### config.mk
export PLATFORM = sky130hd
export DESIGN_NAME = serial_sat_sub
export DESIGN_NICKNAME = d
export VERILOG_FILES = /design/src/rtl/sat_arith_pkg.sv /design/src/rtl/fs_cell.sv /design/src/rtl/serial_sat_sub.sv
export SDC_FILE = /design/constraint.sdc
export NUM_CORES = 1
export LEC_CHECK = 0
export CAP_MARGIN = 20
export CORE_UTILIZATION = 47
export CTS_BUF_LIST = sky130_fd_sc_hd__clkbuf_4
export CTS_CLUSTER_DIAMETER = 30
export DETAILED_ROUTE_END_ITERATION = 8
export PLACE_DENSITY = 0.71
export REMOVE_ABC_BUFFERS = 1
export SYNTH_ARGS = -nofsm -noshare
export SYNTH_HDL_FRONTEND = slang
export SYNTH_HIERARCHICAL = 1
export SYNTH_SLANG_ARGS = --single-unit
### constraint.sdc
create_clock -name clk -period 1.51 [get_ports clk]
set_input_delay 0.3775 -clock clk [delete_from_list [all_inputs] [get_ports clk]]
set_output_delay 0.3775 -clock clk [all_outputs]
set_load 0.01 [all_outputs]
### src/rtl/sat_arith_pkg.sv
// Shared definitions for the signed saturating arithmetic units (adder and serial subtractor).
// Holds the sequencer state type and the saturation-limit helpers.
package sat_arith_pkg;

    localparam int unsigned DefaultWidth = 4;
    localparam int unsigned MaxWidth     = 16;

    typedef enum logic [1:0] {
        StIdle  = 2'd0,
        StShift = 2'd1,
        StSat   = 2'd2
    } sat_state_e;

    // Most positive value of a width-bit two's-complement number, zero-extended to MaxWidth.
    function automatic logic [MaxWidth-1:0] sat_max(input int unsigned width);
        logic [MaxWidth-1:0] v;
        v = '0;
        for (int i = 0; i < MaxWidth; i++) begin
            if (i < int'(width) - 1) v[i] = 1'b1;
        end
        return v;
    endfunction

    // Most negative value of a width-bit two's-complement number, zero-extended to MaxWidth.
    function automatic logic [MaxWidth-1:0] sat_min(input int unsigned width);
        logic [MaxWidth-1:0] v;
        v = '0;
        for (int i = 0; i < MaxWidth; i++) begin
            if (i == int'(width) - 1) v[i] = 1'b1;
        end
        return v;
    endfunction

endpackage

### src/rtl/fs_cell.sv
// 1-bit full subtractor: diff = a - b - borrow-in, with borrow-out.
module fs_cell (
    input  logic a_i,
    input  logic b_i,
    input  logic brw,
    output logic diff_i,
    output logic brw_next
);

    always_comb begin
        diff_i   = a_i ^ b_i ^ brw;
        brw_next = (~a_i & b_i) | (~(a_i ^ b_i) & brw);
    end

endmodule

### src/rtl/serial_sat_sub.sv
// Bit-serial signed saturating subtractor: result = a - b - bin, one bit per clock, LSB first.
// A single fs_cell is reused every SHIFT cycle; a final SAT cycle applies the clamp.
module serial_sat_sub
    import sat_arith_pkg::*;
#(
    parameter int unsigned WIDTH = DefaultWidth
) (
    input  logic             clk,
    input  logic             rst_n,
    input  logic             start,
    input  logic [WIDTH-1:0] a,
    input  logic [WIDTH-1:0] b,
    input  logic             bin,
    output logic             ready,
    output logic             busy,
    output logic             done,
    output logic [WIDTH-1:0] result,
    output logic             bout,
    output logic             ovf
);

    localparam int unsigned CntW = $clog2(WIDTH);
    localparam logic [CntW-1:0]  LastBit = CntW'(WIDTH - 1);
    localparam logic [WIDTH-1:0] SatMax  = WIDTH'(sat_max(WIDTH));
    localparam logic [WIDTH-1:0] SatMin  = WIDTH'(sat_min(WIDTH));

    sat_state_e       state_q, state_d;
    logic [CntW-1:0]  cnt_q;
    logic [WIDTH-1:0] a_q, b_q, part_q, result_q;
    logic             brw_q, a_msb_q, b_msb_in_q, bout_raw_q;
    logic             bout_q, ovf_q, done_q;
    logic             diff_bit, brw_nxt, last_bit, ov;

    fs_cell u_fs_cell (
        .a_i      (a_q[0]),
        .b_i      (b_q[0]),
        .brw      (brw_q),
        .diff_i   (diff_bit),
        .brw_next (brw_nxt)
    );

    assign last_bit = (cnt_q == LastBit);
    // Borrow into the MSB differing from borrow out of it is exactly signed overflow.
    assign ov       = b_msb_in_q ^ bout_raw_q;

    always_ff @(posedge clk or negedge rst_n) begin
        if (!rst_n) state_q <= StIdle;
        else        state_q <= state_d;
    end

    always_comb begin
        state_d = state_q;
        ready   = 1'b0;
        busy    = 1'b0;
        unique case (state_q)
            StIdle: begin
                ready = 1'b1;
                if (start) state_d = StShift;
            end
            StShift: begin
                busy = 1'b1;
                if (last_bit) state_d = StSat;
            end
            StSat: begin
                busy    = 1'b1;
                state_d = StIdle;
            end
            default: state_d = StIdle;
        endcase
    end

    always_ff @(posedge clk or negedge rst_n) begin
        if (!rst_n) begin
            cnt_q      <= '0;
            a_q        <= '0;
            b_q        <= '0;
            part_q     <= '0;
            brw_q      <= 1'b0;
            a_msb_q    <= 1'b0;
            b_msb_in_q <= 1'b0;
            bout_raw_q <= 1'b0;
            result_q   <= '0;
            bout_q     <= 1'b0;
            ovf_q      <= 1'b0;
            done_q     <= 1'b0;
        end else begin
            done_q <= 1'b0;
            unique case (state_q)
                StIdle: begin
                    if (start) begin
                        a_q     <= a;
                        b_q     <= b;
                        brw_q   <= bin;
                        a_msb_q <= a[WIDTH-1];
                        cnt_q   <= '0;
                    end
                end
                StShift: begin
                    a_q    <= a_q >> 1;
                    b_q    <= b_q >> 1;
                    brw_q  <= brw_nxt;
                    part_q <= {diff_bit, part_q[WIDTH-1:1]};
                    cnt_q  <= cnt_q + CntW'(1);
                    if (last_bit) begin
                        b_msb_in_q <= brw_q;
                        bout_raw_q <= brw_nxt;
                    end
                end
                StSat: begin
                    result_q <= ov ? (a_msb_q ? SatMin : SatMax) : part_q;
                    bout_q   <= bout_raw_q;
                    ovf_q    <= ov;
                    done_q   <= 1'b1;
                end
                default: ;
            endcase
        end
    end

    assign done   = done_q;
    assign result = result_q;
    assign bout   = bout_q;
    assign ovf    = ovf_q;

endmodule

Word level (Yosys, flattened, before mapping):

Cells that the tools add are included.

* add/subtract/negate cells: 1
* multiply operators: 0
* divide/modulo/power cells: 0
* order comparisons: 0
* eq/ne operators: 5
* shift operators: 0
* multiplexer cells: 16
* bitwise operators: 8
* reductions and logical operators: 7

Operator list (number)
* 2-to-1 mux 4 bit: 4
* one-hot mux 4 bit (2 select lines): 2
* one-hot mux 2 bit (2 select lines): 2
* AND reduction 2 bit: 4
* 2-to-1 mux 2 bit: 3
* equality test 2 bit (second input constant): 2
* 2-to-1 mux 1 bit: 4
* != test 2 bit (second input constant): 2
* XOR 1 bit: 3
* adder 2 x 1 -> 2 bit (second input constant): 1
* bitwise AND 1 bit: 2
* equality test 2 x 1 -> 1 bit (second input constant): 1
* zero test 2 bit: 1
* inverter 1 bit: 2
* one-hot mux 1 bit (2 select lines): 1
* nonzero test 2 bit: 1
* OR reduction 2 bit: 1
* OR 1 bit: 1

* flip-flop bits (word level): 27
* bits in latches: 0
* bits in writable memories: 0
* bits in read-only memories: 0
* input port bits: 12
* output and inout bits: 9
* word-level logic and storage cells: 50
* memories kept: 0

Longest topological paths before layout:

Gate-level depths: netlist (run 1).

* word-level depth: 5
* mapped depth: 7
* mapped depth without buffers: 5

Modules after synthesis:

The synthesis (run 1) kept the hierarchy.

By module, submodules not included
* serial_sat_sub: instances 1, cells each 112, area an instance 1277.5 sq um, seq. area each 675.6 sq um
* fs_cell: instances 1, cells each 4, area an instance 31.3 sq um, seq. area each 0.0 sq um

Least setup slack after synthesis (run 1):

OpenSTA, ideal clock, no wires.

* path kind: register to register
* from: register state_q[0]
* to: register a_msb_q
* setup time: 0.125 ns
* data arrival time: 1.311 ns
* required time: 1.385 ns
* setup slack: 0.075 ns
* stages on the path, launching flop included: 7
* buffers on the path: 2
* clock period less this slack: 1.435 ns
* cells stage by stage: dfrtp_1 -> inv_1 -> ha_1 -> buf_4 -> buf_6 -> nand2_1 -> mux2_2

* cells in the longest elaborated chain, start to end: 2

Ends and longest elaborated chain
* start, declared: RTL line serial_sat_sub.sv:27 `sat_state_e state_q, state_d;`
* start signal, assigned: RTL line serial_sat_sub.sv:47 `if (!rst_n) state_q <= StIdle;`
* start signal, assigned: RTL line serial_sat_sub.sv:48 `else state_q <= state_d;`
* zero test 2 bit: RTL line serial_sat_sub.sv:88 `unique case (state_q)`
* AND reduction 2 bit (no source line)
* end signal, assigned: RTL line serial_sat_sub.sv:94 `a_msb_q <= a[WIDTH-1];`
* end, declared: RTL line serial_sat_sub.sv:30 `logic brw_q, a_msb_q, b_msb_in_q, bout_raw_q;`

No other way between the ends.
A chain may end at the register's enable or synchronous reset.

Worst setup path after layout (run 1):

* from: register state_q[1]
* to: output busy

* cells in the longest elaborated chain, start to end: 3
* elaborated cells between the ends (all ways): 4
* those cells by class: eq/ne (2); mux (1); reduce/logical (1)

Ends and longest elaborated chain
* equality test 2 x 1 -> 1 bit or equality test 2 bit (tied branches): RTL line serial_sat_sub.sv:55 `unique case (state_q)`
* OR reduction 2 bit (no source line) *
* 2-to-1 mux 1 bit *: RTL line serial_sat_sub.sv:55
* end, declared: RTL line serial_sat_sub.sv:15 `output logic busy,`

Every way passes the cells marked *; elsewhere a longest branch is shown, timed or not.

==> flow_summary_export.csv, run 1 <==
group,metric,value,unit
status,outcome,"finished, final reports clean",
finish,diodes,0,
synthesis,ys.flop_type,"dfrtp_1",
synthesis,synth_top_area_cell,"dfrtp_1",
power_and_ir_drop,p_seq_share,35.6,%
finish,ff_latch_area,675.6,µm²
die,dieArea,3000,µm²
die,rows,18,
die,io_pins,21,
worst_setup_path,startpoint_type,"register",
cts,clk_latency,0.32,ns
die,core-area,2545,µm²
global_route,antenna_found_initial,0,
sta,whs,0.4068,ns
cts,clockBufferDepth,2,
global_route,grt_pass1_vias,928,
worst_setup_path,crit_path_max_fanout,3,
place,gp_congestion,0.7742,
worst_setup_path,worstSetupPathType,"register to primary output",
global_route,grt_max_degree,28,
worst_hold_path,hold_path_class,"primary input to asynchronous set/reset pin",
cts,ctsHoldBuffers,0,
synthesis,ys_seq_area_share,51.63,%
cts,cts_tree,"built",
sta,hold_viol,0,
synthesis,netlist_instances,116,
worst_setup_path,timing.rr.end,"bout_raw_q$_DFFE_PN0P_",
worst_setup_path,cp.depth,3,
finish,fin_cells,179,
sta,finClkSkew,0.007457,ns
sta,period_minus_slack,1.506,ns
worst_setup_path,cp_slowest_cell,"dfrtp_1",
global_route,gr-total-overflow,0,
synthesis,synth_edf_count,0,
global_route,grt_use_total,19.58,%
global_route,grt_pass1_wl,4091,µm
routing,routedWlPerCell,14.22,µm
worst_setup_path,r2r_slack,0.07,ns
synthesis,yosys_warnings,6,
sta,final-setup-viol-count,0,
synthesis,synthesis.area,1309,µm²
die,floorplan.initialDensity,51.43,%
sta,tns,0,ns
power_and_ir_drop,p_per_area,2176,nW/µm²
synthesis,synth_cell_types,26,
synthesis,synth_most_common_cell,"dfrtp_1",
power_and_ir_drop,netSwitchingFraction,36.71,%
worst_setup_path,crit_buf_inv,2,
worst_setup_path,startpoint,"state_q[1]$_DFFE_PN0P_",
finish,multi_input_area,586.8,µm²
synthesis,ys_top_cells_by_area,"dfrtp_1 52%, mux2_2 7.7%, a221o_1 5.4%",
routing,drt_pass1_iterations,4,
run,maxCapViolations,0,
power_and_ir_drop,ir_drop,1.698,mV
worst_setup_path,cp.arrival,1.13,ns
cts,cts_root_buf,"clkbuf_4",
finish,layout.nets,167,
die,die_x,54.77,µm
cts,cts_buffers,3,
synthesis,synth_top_cells_by_count,"27 x dfrtp_1, 10 x a21oi_1, 9 x mux2_2, 9 x nand2b_1, 9 x nand3_1",
power_and_ir_drop,p_sw,1.334,mW
routing,drt-initial-drc-count,18,
power_and_ir_drop,power.share.clock,8.8,%
worst_setup_path,r2r-start,"state_q[0]$_DFFE_PN0P_",
power_and_ir_drop,combPwrFrac,55.6,%
sta,fmax,0.6638,GHz
routing,vias,986,
finish,area_growth,27.63,%
sta,relSlewSlack,75.28,%
place,dp.cells,171,
power_and_ir_drop,finalPower,3.634,mW
power_and_ir_drop,power.internal,2.300,mW
routing,drc_errors,0,
synthesis,synth-seq-cells,27,
sta,worstMarginPinSlew,0.3703,ns
cts,cts_sinks,27,
finish,fillers,202,
die,die_y,54.77,µm
place,io_buffers,20,
sta,rsz0062_at_grt,"yes",
worst_setup_path,crit_path_end_kind,"primary output",
worst_setup_path,crit_family,"flip-flops",
worst_setup_path,cp.required,1.13,ns
worst_setup_path,path_cells,"inv_2, ha_4, buf_6",
synthesis,async_flop_share,100.0,%
finish,drive_above_1_share,26.17,%
place,dp.final_hpwl,1924,µm
synthesis,synth.avg_cell_area,11.28,µm²
routing,drt-total-wl,2545,µm
synthesis,synth_top_area_share,51.63,%
worst_setup_path,max_stage_delay,0.41,ns
routing,post_drt_via_cell_ratio,5.508,
worst_setup_path,ff2ff_path_depth,5,
sta,period_share,99.77,%
cts,cts_htree_levels,1,
sta,drv_slew,0,
power_and_ir_drop,leakagePower,0.7501,nW
worst_setup_path,critPathCapture,"busy",
routing,ant_nets,0,
cts,clk_pin_slew,0.14,ns
==> worst reg2reg max path: stages (launching register included) <==
cell     delay (ns)
dfrtp_1        0.41
buf_4          0.14
ha_1           0.22
buf_4          0.17
nand2_2        0.07
mux2_2         0.33
==> flip-flops by register name (all words and copies together), names as in the netlist <==
signal	flops
bout_raw_q	1
bout	1
done	1
a_msb_q	1
part_q	4
ovf	1
b_q	4
b_msb_in_q	1
cnt_q	2
state_q	2
result	4
brw_q	1
a_q	4
==> metrics by stage <==
step / instance area, µm² / setup slack (ns) / utilization [%]
floorplan: 1264 / -0.5238 / -
global placement: 1592 / -0.1224 / 62.54
detailed placement: 1592 / -0.1775 / 62.54
CTS: 1647 / 0.001372 / 64.70
global route: 1670 / -0.04636 / 65.63
finish: 1670 / 0.003542 / 65.63
==> layout by cell type, fill, tap and decap left out, drive strengths merged <==
master,count
a21oi,10
a221o,7
a22o,1
a31oi,2
buf,18
clkbuf,4
clkdlybuf4s50,11
dfrtp,27
dlygate4sd2,7
fa,1
ha,4
inv,7
mux2,9
mux2i,1
nand2,5
nand2b,9
nand3,9
nand3b,3
nor2,3
nor2b,2
o211a,2
o21a,1
o21ai,4
or2,1
xnor2,1
==> power by group through the flow <==
stage	Combinational [mW]	Clock, mW	Sequential [mW]
2_1_floorplan	1.15	0	1.29
3_3_place_gp	1.86	0	1.29
3_5_place_dp	1.91	0	1.31
4_1_cts	1.96	0.335	1.29
5_1_grt	2.21	0.361	1.34
6_report	2.02	0.320	1.29
==> metal layers <==
metal  vias up  part of all wire (%)  track usage [%]
li1        472                     -                -
met5         -                     0                0
met1       492                    46            25.00
met3         4                   2.7            2.778
met2        18                    51            32.13
met4         0                  0.83            9.402
==> worst min path at each step <==
stage	start	endpoint	slack [ns]	cells past startpoint
floorplan	rst_n	a_msb_q$_DFFE_PN0P_	0.08	0
global placement	part_q[0]$_DFFE_PN0P_	part_q[0]$_DFFE_PN0P_	0.49	1
detailed placement	part_q[0]$_DFFE_PN0P_	part_q[0]$_DFFE_PN0P_	0.49	1
CTS	rst_n	result[2]$_DFFE_PN0P_	0.41	2
global route	rst_n	result[2]$_DFFE_PN0P_	0.47	2
finish	rst_n	result[2]$_DFFE_PN0P_	0.41	2
==> cell type report <==
type	count	area share [%]
Clock buffer	4	1.798
Inverter	7	1.573
Multi-Input combinational cell	75	35.13
Sequential cell	27	40.45
Tap cell	30	2.247
Timing Repair Buffer	36	18.80
==> kinds of logic after synthesis <==
logic type,share of synthesized area [%]
AO/OA/AOI/OAI,14.44
multiplexers,8.509
XOR/XNOR,1.243
flip-flops,51.63
buffers and inverters,5.449
AND/OR/NAND/NOR,13.38
adder cells (fa/ha/maj),5.354
==> repair_timing <==
| item | CTS | global route |
|---|---|---|
| setup buffers | 3 | 1 |
| resized for setup | 21 | 4 |
| endpoints found under the setup margin | 19 | 10 |
| gates cloned | 0 | 0 |
| pin swaps | 0 | 1 |
Power figures use the tool's default switching activity.
==> run 2: changes to the inputs <==
- PLACE_DENSITY: 0.71 -> 0.72
- SYNTH_HIERARCHICAL: 1 -> not set
==> flow_summary_export.csv, run 2 <==
group,metric,value,unit
cts,cts_tree,"built",
power_and_ir_drop,combPwrFrac,56.1,%
worst_setup_path,crit_family,"flip-flops",
synthesis,synth_top_area_cell,"dfrtp_1",
status,violations,"negative setup slack",
finish,layout_common_cells,"27 x dfrtp_1, 15 x buf_4, 12 x a21oi_1",
sta,final-setup-viol-count,1,
power_and_ir_drop,power.internal,2.273,mW
status,outcome,"complete, but fails checks",
worst_setup_path,cp.arrival,1.17,ns
synthesis,synthXorXnorAreaFrac,1.252,%
sta,fmax,0.6475,GHz
synthesis,async_flop_share,100.0,%
synthesis,synth-seq-cells,27,
sta,relSlewSlack,75.60,%
die,die_y,54.57,µm
synthesis,ys_top_cells_by_area,"dfrtp_1 52%, mux2_2 5.2%, a21oi_1 4.6%",
sta,drv_slew,0,
cts,cts_buffers,3,
die,die_x,54.57,µm
die,io_pins,21,
global_route,antenna_found_initial,0,
finish,multi_input_area,586.8,µm²
place,gp_congestion,0.7885,
sta,period_share,102.3,%
synthesis,synth_top_cells_by_count,"27 x dfrtp_1, 12 x a21oi_1, 8 x inv_1",
synthesis,netlist_instances,119,
finish,drive_above_1_share,24.50,%
cts,cts_root_buf,"clkbuf_4",
worst_setup_path,crit_path_end_kind,"primary output",
power_and_ir_drop,p_per_area,2197,nW/µm²
power_and_ir_drop,netSwitchingFraction,37.92,%
finish,design_area,1667,µm²
synthesis,synthAdderAreaFrac,5.395,%
power_and_ir_drop,power.share.clock,9.0,%
finish,final_common_cell,"dfrtp_1",
worst_setup_path,worstSetupPathType,"register to primary output",
power_and_ir_drop,ir_drop,1.456,mV
cts,clk_latency,0.33,ns
sta,finClkSkew,0.003917,ns
synthesis,synthesis.area,1299,µm²
routing,vias,974,
routing,ant_nets,0,
synthesis,synth_top_area_share,52.02,%
worst_setup_path,max_stage_delay,0.42,ns
run,maxCapViolations,0,
die,floorplan.initialDensity,51.03,%
power_and_ir_drop,p_seq_share,34.9,%
synthesis,synth_edf_count,0,
synthesis,synth_top_family_by_area,"compound AO/OA/AOI/OAI gates",
place,placed_cell_area,1582,µm²
cts,cts_sinks,27,
sta,hold_viol,0,
routing,drt_pass1_iterations,4,
synthesis,yosys.area_share.simple,12.81,%
global_route,grt_pass1_wl,4029,µm
finish,fillers,226,
finish,ff_latch_area,675.6,µm²
worst_setup_path,startpoint_type,"register",
synthesis,ys_seq_area_share,52.02,%
global_route,grt_max_degree,28,
worst_setup_path,cp_slowest_cell,"dfrtp_1",
die,rows,18,
power_and_ir_drop,finalPower,3.662,mW
die,core-area,2545,µm²
routing,routedWlPerCell,13.94,µm
sta,period_minus_slack,1.544,ns
synthesis,synth_cell_types,27,
cts,clk_pin_slew,0.14,ns
place,io_buffers,20,
worst_setup_path,crit_path_max_fanout,3,
routing,drt-total-wl,2524,µm
sta,worstMarginPinSlew,0.3642,ns
synthesis,synth_mux_area_share,7.514,%
routing,drt-initial-drc-count,13,
sta,rsz0062_at_grt,"yes",
worst_setup_path,crit_buf_inv,2,
global_route,gr-total-overflow,0,
global_route,grt_pass1_vias,939,
cts,cts_htree_levels,1,
power_and_ir_drop,p_sw,1.389,mW
routing,post_drt_via_cell_ratio,5.381,
synthesis,synth_most_common_cell,"dfrtp_1",
worst_setup_path,cp.depth,3,
synthesis,synth.avg_cell_area,10.91,µm²
synthesis,yosys_warnings,0,
place,dp.final_hpwl,1742,µm
synthesis,ys.flop_type,"dfrtp_1",
worst_setup_path,ff2ff_path_depth,5,
power_and_ir_drop,leakagePower,0.7576,nW
cts,clockBufferDepth,2,
worst_setup_path,cp.required,1.13,ns
finish,layout.nets,169,
worst_hold_path,hold_path_class,"primary input to asynchronous set/reset pin",
global_route,grt_use_total,19.67,%
worst_setup_path,path_cells,"inv_2, ha_4, buf_6",
sta,fin_ws,-0.03440,ns
finish,diodes,0,
synthesis,synth_compound_area_share,15.80,%
die,dieArea,2977,µm²
finish,area_growth,28.32,%
routing,drc_errors,0,
run 2: cell types whose count changed in the layout (fill, tap and decap cells not counted), moves of 2 or more:
cell | previous run | this run
a21oi_1 | 10 | 12
mux2_2 | 9 | 6
nand2_1 | 4 | 7
nand2b_1 | 9 | 7
nand3_1 | 9 | 6
nand3b_1 | 3 | 1
nor2_1 | 2 | 4
o211a_1 | 2 | 0
o21ai_0 | 4 | 7
run 2: layer usage:
metal,share of wire (%),up-vias,GRT usage (%)
met5,0,-,0
met4,1.4,0,8.974
met3,3.9,4,2.500
met2,49,27,34.76
met1,46,464,23.55
li1,-,479,-
run 2: worst paths after layout:
kind / from / slack, ns / end
setup / recovery: state_q[1]$_DFFE_PN0P_ / -0.03 / busy
hold / removal: rst_n / 0.41 / bout$_DFFE_PN0P_
setup reg to reg: state_q[1]$_DFFE_PN0P_ / 0.05 / b_q[0]$_DFFE_PN0P_
hold reg to reg: a_q[3]$_DFFE_PN0P_ / 0.52 / a_q[3]$_DFFE_PN0P_
max in group asynchronous: rst_n / 0.84 / part_q[0]$_DFFE_PN0P_
min in group clk: a_q[3]$_DFFE_PN0P_ / 0.52 / a_q[3]$_DFFE_PN0P_
run 2: area by class of cell:
class / instances / share of cell area (%)
Clock buffer: 4 / 1.802
Multi-Input combinational cell: 77 / 35.21
Tap cell: 30 / 2.252
Timing Repair Buffer: 35 / 18.39
Sequential cell: 27 / 40.54
Inverter: 8 / 1.802
run 2: kinds of logic (layout without fill, tap and decap cells):
| group | after synthesis | in the layout |
|---|---|---|
| buf+inv | 15 | 47 |
| mux | 9 | 9 |
| flops | 27 | 27 |
| simple gates | 31 | 31 |
| compound gates | 31 | 31 |
| xor+xnor | 1 | 1 |
| fa+ha+maj | 5 | 5 |
run 2: what timing repair did:
action,4_1_cts,5_1_grt
setup buffers,2,2
resized for setup,21,4
endpoints found under the setup margin,18,6
hold buffers,0,0
pin swaps,1,0
run 2: metrics by stage:
step	cells	worst slack [ns]	hold slack, ns	utilization [%]	TNS, ns
floorplan	112	-0.5242	0.08191	-	-5.048
global placement	173	-0.1061	0.4813	62.14	-0.9292
detailed placement	173	-0.1747	0.4958	62.14	-1.598
CTS	179	-0.02209	0.4212	64.01	-0.02209
global route	181	-0.05926	0.4417	65.49	-0.1081
finish	181	-0.03440	0.4094	65.49	-0.03440
run 2: power by group through the flow:
stage	Clock, mW	Combinational [mW]	Sequential (mW)
2_1_floorplan	0	1.16	1.28
4_1_cts	0.338	1.94	1.28
3_3_place_gp	0	1.86	1.27
6_report	0.331	2.05	1.28
5_1_grt	0.365	2.28	1.32
3_5_place_dp	0	1.91	1.29
==> run 3: changes to the inputs <==
- SLEW_MARGIN: not set -> 20
- clock period: 1.51 -> 1.5 ns (I/O delays scaled with it)
==> flow_summary_export.csv, run 3 (synthesis results as in run 2) <==
group,metric,value,unit
cts,cts_tree,"built",
power_and_ir_drop,ir_drop,1.378,mV
finish,layout_common_cells,"27 x dfrtp_1, 12 x buf_4, 11 x a21oi_1, 11 x clkdlybuf4s50_1",
power_and_ir_drop,netSwitchingFraction,38.85,%
sta,rsz0062_at_grt,"yes",
finish,fin_cells,182,
global_route,grt_pass1_wl,4022,µm
finish,diodes,0,
worst_hold_path,hold_path_class,"primary input to asynchronous set/reset pin",
power_and_ir_drop,power.internal,2.367,mW
status,outcome,"complete, but fails checks",
status,violations,"negative setup slack",
global_route,antenna_found_initial,0,
cts,cts_htree_levels,1,
place,dp.final_hpwl,1766,µm
finish,fillers,204,
place,io_buffers,20,
cts,ctsHoldBuffers,0,
sta,relSlewSlack,75.49,%
sta,finClkSkew,0.01611,ns
sta,fin_ws,-0.05630,ns
finish,final_common_cell,"dfrtp_1",
cts,clockBufferDepth,2,
finish,area_growth,32.27,%
die,io_pins,21,
cts,clk_pin_slew,0.16,ns
cts,cts_sinks,27,
sta,worstMarginPinSlew,0.3658,ns
power_and_ir_drop,combPwrFrac,57.9,%
worst_setup_path,worstSetupPathType,"register to primary output",
cts,cts_root_buf,"clkbuf_4",
sta,period_minus_slack,1.556,ns
worst_setup_path,cp.required,1.12,ns
global_route,gr-total-overflow,0,
routing,routedWlPerCell,14.26,µm
routing,post_drt_via_cell_ratio,5.549,
worst_setup_path,path_cells,"inv_2, ha_4, buf_6",
power_and_ir_drop,leakagePower,0.7719,nW
routing,drt_pass1_iterations,4,
power_and_ir_drop,finalPower,3.870,mW
routing,vias,1010,
global_route,grt_pass1_vias,912,
routing,drt-initial-drc-count,12,
run,maxCapViolations,0,
routing,drc_errors,0,
sta,period_share,103.8,%
worst_setup_path,startpoint_type,"register",
cts,cts_buffers,3,
sta,drv_slew,0,
global_route,grt_use_total,19.35,%
sta,tns,-0.09545,ns
worst_setup_path,crit_path_end_kind,"primary output",
worst_setup_path,crit_path_max_fanout,3,
worst_setup_path,cp.arrival,1.18,ns
sta,fmax,0.6426,GHz
sta,final-setup-viol-count,5,
finish,post-route-util,67.50,%
die,core-area,2545,µm²
finish,layout.nets,170,
die,die_x,54.57,µm
power_and_ir_drop,p_seq_share,33.1,%
worst_setup_path,cp_slowest_cell,"dfrtp_1",
sta,hold_viol,0,
place,gp_congestion,0.7954,
cts,clk_latency,0.34,ns
power_and_ir_drop,p_per_area,2253,nW/µm²
power_and_ir_drop,power.share.clock,9.0,%
routing,drt-total-wl,2596,µm
die,floorplan.initialDensity,51.03,%
power_and_ir_drop,p_sw,1.504,mW
die,rows,18,
place,pre_cts_ws,-0.1205,ns
global_route,grt_max_degree,28,
routing,ant_nets,0,
die,dieArea,2977,µm²
die,die_y,54.57,µm
finish,drive_above_1_share,26.32,%
worst_setup_path,max_stage_delay,0.43,ns
worst_setup_path,ff2ff_path_depth,6,
place,dp.cells,173,
[run 3: changes by cell type in the layout (fill, tap and decap cells not counted), sizes merged]
cell / previous run / this run
nor2: 5 / 6
[run 3: worst max-delay path, delay by kind of cell (launching register included)]
family / cells / cell delay, ns
buffers and inverters: 2 / 0.21
flip-flops: 1 / 0.43
adder cells (fa/ha/maj): 1 / 0.20
[run 3: layer usage]
layer | share of wire, % | wire [µm] | GRT usage, %
met1 | 45 | 1162 | 24.69
met2 | 50 | 1310 | 32.32
met3 | 3.2 | 82 | 2.500
met4 | 1.5 | 40 | 8.974
met5 | 0 | 0 | 0
[run 3: repair_timing]
| action | in CTS | in global routing |
|---|---|---|
| pin swaps | 1 | 2 |
| resized for setup | 23 | 11 |
| setup endpoints to repair | 19 | 14 |
| gates cloned | 0 | 1 |
| buffers inserted | 3 | 1 |
[run 3: power by group through the flow]
stage	logic [mW]	clock network, mW	registers (mW)
after global placement	1.87	0	1.28
after floorplan	1.16	0	1.29
final	2.24	0.350	1.28
after CTS	1.99	0.350	1.28
after detailed placement	1.92	0	1.30
after global routing	2.46	0.380	1.33
[run 3: layout make-up]
type / instances / area (µm²) / area share, %
repair buffers: 35 / 317.8 / 18.50
inverters: 8 / 30.03 / 1.748
well taps: 30 / 37.54 / 2.185
multi-input cells: 78 / 626.9 / 36.49
clock buffers: 4 / 30.03 / 1.748
flip-flops and latches: 27 / 675.6 / 39.33
[run 3: path summary, 6_finish.rpt]
check / start / end / slack (ns)
max: state_q[1]$_DFFE_PN0P_ / busy / -0.06
min: rst_n / bout_raw_q$_DFFE_PN0P_ / 0.38
max reg2reg: state_q[1]$_DFFE_PN0P_ / a_q[1]$_DFFE_PN0P_ / -0.02
min reg2reg: part_q[1]$_DFFE_PN0P_ / part_q[0]$_DFFE_PN0P_ / 0.53
max in group asynchronous: rst_n / part_q[2]$_DFFE_PN0P_ / 0.85
min in group clk: part_q[1]$_DFFE_PN0P_ / part_q[0]$_DFFE_PN0P_ / 0.53
[run 3: stage by stage]
| stage | instance area, µm² | hold WS [ns] |
|---|---|---|
| finish | 1718 | 0.3775 |
| global route | 1718 | 0.4167 |
| CTS | 1645 | 0.3920 |
| detailed placement | 1582 | 0.5001 |
| global placement | 1582 | 0.4827 |
| floorplan | 1261 | 0.07941 |
